--- src/rtl/lcd_ctrl.sv ---
// HD44780-style write-only character LCD controller, 8-bit bus.
// Replays a four-command init, then strobes host bytes with cycle-counted timing.
module lcd_ctrl #(
    parameter int SETUP_CYC      = 1,
    parameter int E_HIGH_CYC     = 2,
    parameter int HOLD_CYC       = 1,
    parameter int CMD_WAIT_CYC   = 4,
    parameter int CLEAR_WAIT_CYC = 16
) (
    input  logic       clk,
    input  logic       resetn,
    input  logic       wr_valid,
    output logic       wr_ready,
    input  logic       wr_rs,
    input  logic [7:0] wr_data,
    output logic       init_done,
    output logic       LCD_E,
    output logic       LCD_RS,
    output logic       LCD_RW,
    output logic [7:0] LCD_DATA
);

    localparam int M1   = (SETUP_CYC > E_HIGH_CYC) ? SETUP_CYC : E_HIGH_CYC;
    localparam int M2   = (M1 > HOLD_CYC) ? M1 : HOLD_CYC;
    localparam int M3   = (M2 > CMD_WAIT_CYC) ? M2 : CMD_WAIT_CYC;
    localparam int MAXC = (M3 > CLEAR_WAIT_CYC) ? M3 : CLEAR_WAIT_CYC;
    localparam int CW   = $clog2(MAXC + 1);

    typedef enum logic [2:0] {
        S_INIT,
        S_SETUP,
        S_EHI,
        S_HOLD,
        S_WAIT,
        S_IDLE
    } state_t;

    state_t        state, state_n;
    logic [CW-1:0] cnt, cnt_n;
    logic [1:0]    idx, idx_n;
    logic          e_q, e_n;
    logic          rs_q, rs_n;
    logic [7:0]    data_q, data_n;
    logic          rdy_q, rdy_n;
    logic          done_q, done_n;
    logic          last;
    logic          slow_cmd;

    function automatic logic [7:0] rom(input logic [1:0] i);
        logic [7:0] r;
        unique case (i)
            2'd0: r = 8'h38;
            2'd1: r = 8'h0C;
            2'd2: r = 8'h01;
            2'd3: r = 8'h06;
            default: r = 8'h00;
        endcase
        return r;
    endfunction

    assign last = (cnt == CW'(1));

    // Clear/home commands (0x01..0x03) need the long execution wait
    assign slow_cmd = !rs_q && (data_q[7:2] == 6'd0) && (data_q != 8'd0);

    always_comb begin
        state_n = state;
        cnt_n   = cnt;
        idx_n   = idx;
        e_n     = e_q;
        rs_n    = rs_q;
        data_n  = data_q;
        rdy_n   = rdy_q;
        done_n  = done_q;
        unique case (state)
            S_INIT: begin
                rs_n    = 1'b0;
                data_n  = rom(idx);
                cnt_n   = CW'(SETUP_CYC);
                state_n = S_SETUP;
            end
            S_SETUP: begin
                if (last) begin
                    e_n     = 1'b1;
                    cnt_n   = CW'(E_HIGH_CYC);
                    state_n = S_EHI;
                end else begin
                    cnt_n = cnt - CW'(1);
                end
            end
            S_EHI: begin
                if (last) begin
                    e_n     = 1'b0;
                    cnt_n   = CW'(HOLD_CYC);
                    state_n = S_HOLD;
                end else begin
                    cnt_n = cnt - CW'(1);
                end
            end
            S_HOLD: begin
                if (last) begin
                    cnt_n   = slow_cmd ? CW'(CLEAR_WAIT_CYC)
                                       : CW'(CMD_WAIT_CYC);
                    state_n = S_WAIT;
                end else begin
                    cnt_n = cnt - CW'(1);
                end
            end
            S_WAIT: begin
                if (last) begin
                    if (idx != 2'd3 && !done_q) begin
                        idx_n   = idx + 2'd1;
                        state_n = S_INIT;
                    end else begin
                        rdy_n   = 1'b1;
                        done_n  = 1'b1;
                        state_n = S_IDLE;
                    end
                end else begin
                    cnt_n = cnt - CW'(1);
                end
            end
            S_IDLE: begin
                if (wr_valid) begin
                    rs_n    = wr_rs;
                    data_n  = wr_data;
                    rdy_n   = 1'b0;
                    cnt_n   = CW'(SETUP_CYC);
                    state_n = S_SETUP;
                end
            end
            default: begin
                state_n = S_INIT;
            end
        endcase
    end

    always_ff @(posedge clk or negedge resetn) begin
        if (!resetn) begin
            state  <= S_INIT;
            cnt    <= '0;
            idx    <= 2'd0;
            e_q    <= 1'b0;
            rs_q   <= 1'b0;
            data_q <= 8'h00;
            rdy_q  <= 1'b0;
            done_q <= 1'b0;
        end else begin
            state  <= state_n;
            cnt    <= cnt_n;
            idx    <= idx_n;
            e_q    <= e_n;
            rs_q   <= rs_n;
            data_q <= data_n;
            rdy_q  <= rdy_n;
            done_q <= done_n;
        end
    end

    assign wr_ready  = rdy_q;
    assign init_done = done_q;
    assign LCD_E     = e_q;
    assign LCD_RS    = rs_q;
    assign LCD_RW    = 1'b0;
    assign LCD_DATA  = data_q;

endmodule

--- config.mk ---
export PLATFORM = sky130hd
export DESIGN_NAME = lcd_ctrl
export DESIGN_NICKNAME = d
export VERILOG_FILES = /design/src/rtl/lcd_ctrl.sv
export SDC_FILE = /design/constraint.sdc
export NUM_CORES = 1
export LEC_CHECK = 0
export BUFFER_PORTS_ARGS = -buffer_cell sky130_fd_sc_hd__buf_2
export CAP_MARGIN = 5
export CORE_MARGIN = 5
export CORE_UTILIZATION = 57
export DETAILED_ROUTE_END_ITERATION = 10
export HOLD_SLACK_MARGIN = 0.12
export PLACE_DENSITY = 0.79
export REMOVE_ABC_BUFFERS = 1
export SYNTH_ARGS = -nofsm -noshare
export SYNTH_HDL_FRONTEND = slang
export SYNTH_SLANG_ARGS = --single-unit
--- constraint.sdc ---
create_clock -name clk -period 3.69 [get_ports clk]
set_input_delay 1.107 -clock clk [delete_from_list [all_inputs] [get_ports clk]]
set_output_delay 1.107 -clock clk [all_outputs]
set_load 0.05 [all_outputs]
==> results.json, run 1 <==
{
  "n_antenna_cell": 0,
  "worst_pin_slew_ns": 0.818,
  "wire_per_inst_microns": 15.5,
  "postCtsSetupBuffers": 0,
  "p_per_area_nw_per_um2": 765,
  "syn_area_sq_um": 1350,
  "yosysMostFrequentCell": "dfrtp_1",
  "cp_slowest_cell": "dfrtp_1",
  "setup_tns_ns": 0,
  "clk_pin_slew_ns": 0.12,
  "yosysTopAreaCellShare_pct": 40.9,
  "grt_pass1_wl_microns": 4840,
  "placed_cell_area_sq_um": 1450,
  "antenna_left": 0,
  "cp_max_fo": 22,
  "start_kind": "register",
  "grt-ovfl-total": 0,
  "dp_slack_ns": 1.22,
  "clockRootBuffer": "clkbuf_4",
  "maxCapViolCount": 0,
  "synth_top_area_cell": "dfrtp_1",
  "grt.total_usage_pct": 17.8,
  "worstSetupPathType": "reg -> reg",
  "status": "completed",
  "drv_slew": 0,
  "core_sq_um": 2230,
  "die_w_microns": 58.6,
  "ys_seq_elements": 22,
  "fp.dieH_microns": 58.6,
  "worstRegToRegCells": 4,
  "rsz0062_at_grt": "false",
  "yosysUniqueCellTypes": 46,
  "portBuffers": 23,
  "dpl.hpwl_microns": 2190,
  "ir_worst_vdd_v": 0.000544,
  "synth_flop_cell": "dfrtp_1",
  "final.setup_skew_ns": 0.00105,
  "hold_ws_ns": 0.488,
  "path_cells": "nor2b_1, o311ai_0, o2bb2ai_1, a211o_2",
  "syn_avg_cell_area_sq_um": 9.21,
  "finalPower_mw": 1.13,
  "finalSetupViolations": 0,
  "p_leak_nw": 0.693,
  "cts_tree": "built",
  "drtIter0Drc": 35,
  "yosysSeqAreaShare_pct": 40.9,
  "synth_area_leaders": "dfrtp_1, ha_1, o21ai_0, a21oi_1, nor2_1",
  "cts_resized": 0,
  "area_growth_pct": 10.2,
  "fmax_mhz": 454,
  "initial_core_util_pct": 60.2,
  "ioPinCount": 25,
  "vias": 1141,
  "fin_cells": 192,
  "place.gp.congestion": 0.840,
  "clock_latency_ns": 0.30,
  "dp_cells": 188,
  "antenna_found_initial": 0,
  "finalNetCount": 183,
  "required_ns": 3.89,
  "synth-edff-count": 0,
  "worst_slack_ns": 1.49,
  "design_area_sq_um": 1480,
  "synth_common_cells": "dfrtp_1, o21ai_0, nor2_1, a21oi_1, nand2_1",
  "hp-class": "reg -> reg",
  "drc_errors": 0,
  "relSlewSlack_pct": 45.1,
  "crit_path_max_incr_delay_ns": 0.75,
  "end_kind": "register",
  "arrival_ns": 2.40,
  "syn_inst": 146,
  "grt_max_degree": 23,
  "cts.sinks": 22,
  "clockBufferDepth": 2,
  "layout_min_cycle_time_ns": 2.20,
  "cts_hold_buf": 0,
  "drive_gt1_share_pct": 22.0,
  "die-area_sq_um": 3430,
  "grt_pass1_vias": 1046,
  "yosys_warnings": 0,
  "dr.pass1.iters": 4,
  "htreeDepth": 1,
  "via_per_inst": 5.94,
  "num_rows": 17,
  "hold-path-cell-count": 1,
  "numCtsBuffers": 3,
  "period_share_pct": 59.7,
  "async_reset_ff_share_pct": 100,
  "final_core_util_pct": 66.4,
  "wl_microns": 2970,
  "hold_viol": 0
}
## path summary, 6_finish.rpt
path	from	endpoint	slack (ns)
max	state[2]	cnt[2]	1.49
min	init_done	init_done	0.49
max reg2reg	state[2]	cnt[2]	1.49
min reg2reg	init_done	init_done	0.49
max in group asynchronous	resetn	idx[1]	2.62
min in group asynchronous	resetn	cnt[4]	0.75
## kinds of logic after synthesis
kind of cell / synth area share [%]
adders and majority gates: 5.58
DFF: 40.9
other: 0.279
xor gates and xnor gates: 1.95
AOI/OAI and AO/OA: 21.4
and+or+nand+nor: 21.4
buffers and inverters: 5.86
muxes: 2.60
## worst max-delay path, delay by kind of cell, from the launching register on
kind               cells  cell delay (ns)
AOI/OAI and AO/OA      3             1.17
DFF                    1             0.75
and+or+nand+nor        1             0.18
## cell usage in the layout (no fill, tap or decap), types with 3 or more instances in the layout
master    synthesis  final
a21oi_1           9      9
a32o_1            3      3
buf_2             0     23
clkbuf_4          0      3
dfrtp_1          22     22
ha_1              6      6
inv_1             6      6
nand2_1           9      9
nor2_1           12     12
nor2b_1           4      4
nor3_1            6      6
nor3b_1           5      5
o21ai_0          15     15
## sequential cells by signal (all words and copies together), names as in the netlist
name       flops
LCD_DATA       8
LCD_E          1
LCD_RS         1
cnt            5
idx            2
init_done      1
state          3
wr_ready       1
## metal layers
metal	vias up	track usage (%)	part of all wire, %
li1	558	-	-
met1	551	25.3	47
met4	0	5.50	0.47
met2	30	27.9	47
met3	2	2.85	5.5
met5	-	0	0
## report_power, final
group	switching (mW)	leakage, nW	internal [mW]
clock network	0.0694	0.0210	0.0601
registers	0.103	0.263	0.314
logic	0.364	0.409	0.225
## cell type report
type | count | area (sq um)
Fill cell | 195 | 751
Multi-Input combinational cell | 108 | 716
Sequential cell | 22 | 551
Timing Repair Buffer | 24 | 123
Clock buffer | 4 | 36.3
Tap cell | 28 | 35.0
Inverter | 6 | 22.5
Power figures use the tool's default switching activity.
==> inputs of run 2 (changes only) <==
Settings changed: CORE_UTILIZATION 57 to 49, PLACE_DENSITY 0.79 to 0.72.
Clock period 3.69 ns to 1.91 ns, I/O delays scaled along.
==> run 2 against run 1 <==
Net effect:
- clock skew grew 0.0014 ns
- critical endpoint is now idx[1]
- setup slack got worse by 1.4 ns
- largest power group unchanged
- sequential share of layout area decreased by 4.6 points
- largest cell class unchanged
==> results.json, run 2 (synthesized netlist as in run 1, its figures left out) <==
{
  "grt.total_usage_pct": 17.1,
  "path_buf_inv": 1,
  "fp.dieH_microns": 62.4,
  "num_rows": 19,
  "initial_core_util_pct": 50.1,
  "fmax_mhz": 534,
  "period_share_pct": 98.0,
  "clk_pin_slew_ns": 0.12,
  "final_common_cell": "buf_4",
  "status": "completed",
  "wire_per_inst_microns": 14.5,
  "largest_reg_flops": 8,
  "die-area_sq_um": 3890,
  "dpl.hpwl_microns": 2440,
  "setup_tns_ns": 0,
  "cts.sinks": 22,
  "drive_gt1_share_pct": 34.2,
  "final_core_util_pct": 63.0,
  "path_cells": "inv_2, ha_4, or4b_4, or3_4, mux2_4",
  "via_per_inst": 5.49,
  "area_growth_pct": 25.9,
  "wl_microns": 3170,
  "place.gp.congestion": 0.822,
  "arrival_ns": 2.07,
  "maxCapViolCount": 0,
  "grt_pass1_vias": 1203,
  "n_antenna_cell": 0,
  "worstRegToRegCells": 5,
  "core_sq_um": 2690,
  "drc_errors": 0,
  "layout_min_cycle_time_ns": 1.87,
  "p_per_area_nw_per_um2": 1450,
  "start_kind": "register",
  "finalNetCount": 207,
  "drtIter0Drc": 58,
  "clockBufferDepth": 2,
  "grt_pass1_wl_microns": 5540,
  "finalSetupViolations": 0,
  "hold_viol": 0,
  "grt_max_degree": 23,
  "dr.pass1.iters": 4,
  "crit_path_max_incr_delay_ns": 0.49,
  "worstSetupPathType": "reg -> reg",
  "hp-class": "in -> async",
  "cp_slowest_cell": "or4b_4",
  "required_ns": 2.11,
  "clockRootBuffer": "clkbuf_4",
  "final_cell_mix": "buf_4, buf_2, dfrtp_1",
  "ioPinCount": 25,
  "htreeDepth": 1,
  "cp_max_fo": 4,
  "antenna_found_initial": 0,
  "drv_slew": 0,
  "final.setup_skew_ns": 0.00240,
  "ir_worst_vdd_v": 0.000970,
  "cts_tree": "built",
  "grt-ovfl-total": 0,
  "crit_cells": 5,
  "numCtsBuffers": 3,
  "fill_cells": 225,
  "die_w_microns": 62.4,
  "portBuffers": 23,
  "antenna_left": 0,
  "p_leak_nw": 0.806,
  "vias": 1197,
  "clock_latency_ns": 0.30,
  "crit_family": "simple AND/OR/NAND/NOR gates",
  "end_kind": "register"
}
run 2: worst paths after layout:
path	startpoint	to	slack [ns]
setup / recovery	cnt[1]	idx[1]	0.04
hold / removal	resetn	LCD_DATA[4]	0.22
setup reg to reg	cnt[1]	idx[1]	0.04
hold reg to reg	init_done	init_done	0.50
max in group asynchronous	resetn	state[2]	1.36
min in group clk	init_done	init_done	0.50
run 2: power breakdown:
part           switching (mW)  internal [mW]  leakage (nW)
combinational           0.843          0.662         0.530
clock                   0.133         0.0735        0.0138
sequential              0.136          0.607         0.263
run 2: what timing repair did:
item / in CTS / in global routing
resized for setup: 4 / 6
setup endpoints to repair: 6 / 6
pin swaps: 1 / 0
hold buffers: 0 / 0
endpoints found under the hold margin: 0 / 0
buffers inserted: 2 / 1
run 2: final cells by class:
cell class                      instances  area, sq um  area share, %
Clock buffer                            3         22.5           1.33
Inverter                                6         22.5           1.33
Multi-Input combinational cell        108          756           44.6
Sequential cell                        22          551           32.5
Tap cell                               31         38.8           2.29
Timing Repair Buffer                   48          303           17.9
run 2: metal layers:
layer	track usage, %	share of wire (%)
met4	3.45	1.1
met3	3.06	4.5
met1	20.8	44
met5	0	0
met2	31.2	51
run 2: through the flow:
stage	hold slack [ns]	worst slack, ns	instance area (sq um)	total power, mW	cells
floorplan	0.277	-0.434	1290	1.65	136
global placement	0.465	-0.0133	1610	2.09	212
detailed placement	0.471	-0.0977	1610	2.15	212
CTS	0.229	-0.00339	1660	2.39	217
global route	0.254	-0.00680	1690	2.65	218
finish	0.219	0.0380	1690	2.45	218
==> inputs of run 3 (changes only) <==
Settings changed: PLACE_DENSITY 0.72 to 0.77.
==> run 3 against run 2 <==
Net effect:
- largest power group unchanged
- die area stayed put
- combinational power is 3% lower
- the flow now finishes with violations (setup timing)
- clock skew is 0.0023 ns higher
- clock power is 78% higher
- sequential power hardly changed
==> results.json, run 3 (synthesized netlist as in run 1, its figures left out) <==
{
  "setup_tns_ns": -0.0142,
  "violations": "setup timing",
  "initial_core_util_pct": 50.1,
  "finalNetCount": 202,
  "worst_pin_slew_ns": 0.523,
  "grt_pass1_wl_microns": 6010,
  "cts_hold_buf": 0,
  "htreeDepth": 1,
  "final_cell_mix": "buf_2, dfrtp_1, buf_4",
  "layout_min_cycle_time_ns": 1.92,
  "final.setup_skew_ns": 0.00473,
  "reg2reg_slack_ns": -0.01,
  "required_ns": 2.12,
  "ioPinCount": 25,
  "drive_gt1_share_pct": 32.2,
  "maxCapViolCount": 0,
  "design_area_sq_um": 1680,
  "drtIter0Drc": 82,
  "grt-ovfl-total": 0,
  "grt.total_usage_pct": 18.5,
  "final_core_util_pct": 62.4,
  "worstReg2RegEnd": "idx[1]",
  "num_rows": 19,
  "numCtsBuffers": 3,
  "n_antenna_cell": 0,
  "start_kind": "register",
  "cts.sinks": 22,
  "cp_max_fo": 3,
  "cts_tree": "built",
  "p_leak_nw": 0.797,
  "p_sw_mw": 1.13,
  "antenna_left": 0,
  "routed-wl-met2_microns": 1730,
  "die-area_sq_um": 3890,
  "clk_pin_slew_ns": 0.14,
  "drc_errors": 0,
  "relSlewSlack_pct": 64.6,
  "p_per_area_nw_per_um2": 1540,
  "routed-wl-met3_microns": 105,
  "die_w_microns": 62.4,
  "p_int_mw": 1.45,
  "wl_microns": 3350,
  "worst_slack_ns": -0.0142,
  "clock_latency_ns": 0.31,
  "hold_viol": 0,
  "largest_reg_flops": 8,
  "dr.pass1.iters": 4,
  "antenna_found_initial": 0,
  "worstRegToRegCells": 5,
  "grt_max_degree": 23,
  "crit_path_max_incr_delay_ns": 0.48,
  "fmax_mhz": 520,
  "wire_per_inst_microns": 15.6,
  "arrival_ns": 2.14,
  "clkPwrFrac_pct": 14.2,
  "worstSetupPathType": "reg -> reg",
  "via_per_inst": 5.80,
  "clockBufferDepth": 2,
  "area_growth_pct": 24.6,
  "placed_cell_area_sq_um": 1590,
  "end_kind": "register",
  "vias": 1241,
  "top_layer": "met4",
  "portBuffers": 23,
  "place.gp.congestion": 0.872,
  "grt_pass1_vias": 1314,
  "fill_cells": 225,
  "swShare_pct": 43.8,
  "path_cells": "inv_2, ha_4, or4b_4, or3_4, mux2_4",
  "period_share_pct": 101,
  "comb_power_share_pct": 56.9,
  "final_common_cell": "buf_2",
  "timing.rr.start": "cnt[1]",
  "met1_length_microns": 1440,
  "dpl.hpwl_microns": 2530,
  "p_seq_share_pct": 28.9,
  "clockRootBuffer": "clkbuf_4",
  "cp_slowest_cell": "or4b_4",
  "drv_slew": 0,
  "finalSetupViolations": 1,
  "fp.dieH_microns": 62.4,
  "hp-class": "in -> async",
  "core_sq_um": 2690,
  "ir_worst_vdd_v": 0.000940,
  "status": "finished, violations left",
  "rsz0062_at_grt": "true"
}
## run 3: changes by cell type in the layout (fill, tap and decap cells not counted)
cell       change
buf_4          -6
buf_6          +1
bufinv_16      +1
nor3b_2        +1
nor3b_4        -1
o21ai_0        +1
o21ai_1        -1
o311ai_1       +1
o311ai_2       -1
## run 3: critical path: cells and delay by family (launching register included)
kind	cells	cell delay, ns
buffers and inverters	1	0.08
adder cells (fa/ha/maj)	1	0.12
AND/OR/NAND/NOR	2	0.90
multiplexers	1	0.30
flip-flops	1	0.42
## run 3: metal layers
metal,vias up,GRT usage [%]
li1,593,-
met1,615,23.0
met2,26,32.3
met3,7,1.80
met4,0,8.22
met5,-,0
## run 3: worst max path at each step
stage           start  endpoint  cells after the start  slack [ns]
5_1_grt        cnt[1]    cnt[3]                      8       -0.07
2_1_floorplan  cnt[1]    cnt[2]                      6       -0.43
3_3_place_gp   cnt[1]    idx[1]                      5       0.004
4_1_cts        cnt[1]    idx[1]                      5      -0.004
3_5_place_dp   cnt[1]    cnt[3]                      7       -0.05
6_report       cnt[1]    idx[1]                      5       -0.01
## run 3: cell type report
type	count	area, sq um	area share (%)
multi-input combinational	108	742	44.3
tap	31	38.8	2.32
clock buffer	3	22.5	1.34
clock inverter	1	30.0	1.79
sequential	22	551	32.9
inverter	6	22.5	1.34
timing repair buffer	43	269	16.1
## run 3: repair_timing
action | CTS | global route
gates resized for setup | 6 | 2
hold endpoints to repair | 0 | 0
pin swaps | 1 | 6
buffers inserted | 1 | 0
setup endpoints to repair | 6 | 8
## run 3: stage by stage
| step | cells | hold slack [ns] | setup slack [ns] | power [mW] |
|---|---|---|---|---|
| floorplan | 136 | 0.277 | -0.434 | 1.65 |
| global route | 214 | 0.223 | -0.0726 | 2.80 |
| CTS | 214 | 0.211 | -0.00434 | 2.56 |
| detailed placement | 209 | 0.477 | -0.0506 | 2.15 |
| global placement | 209 | 0.458 | 0.00433 | 2.08 |
| finish | 214 | 0.200 | -0.0142 | 2.58 |
## run 3: power by group through the flow
| stage | sequential, mW | clock, mW | combinational (mW) |
|---|---|---|---|
| floorplan | 0.990 | 0 | 0.657 |
| global route | 0.768 | 0.401 | 1.63 |
| global placement | 0.730 | 0 | 1.35 |
| CTS | 0.740 | 0.373 | 1.45 |
| detailed placement | 0.742 | 0 | 1.41 |
| finish | 0.746 | 0.367 | 1.47 |
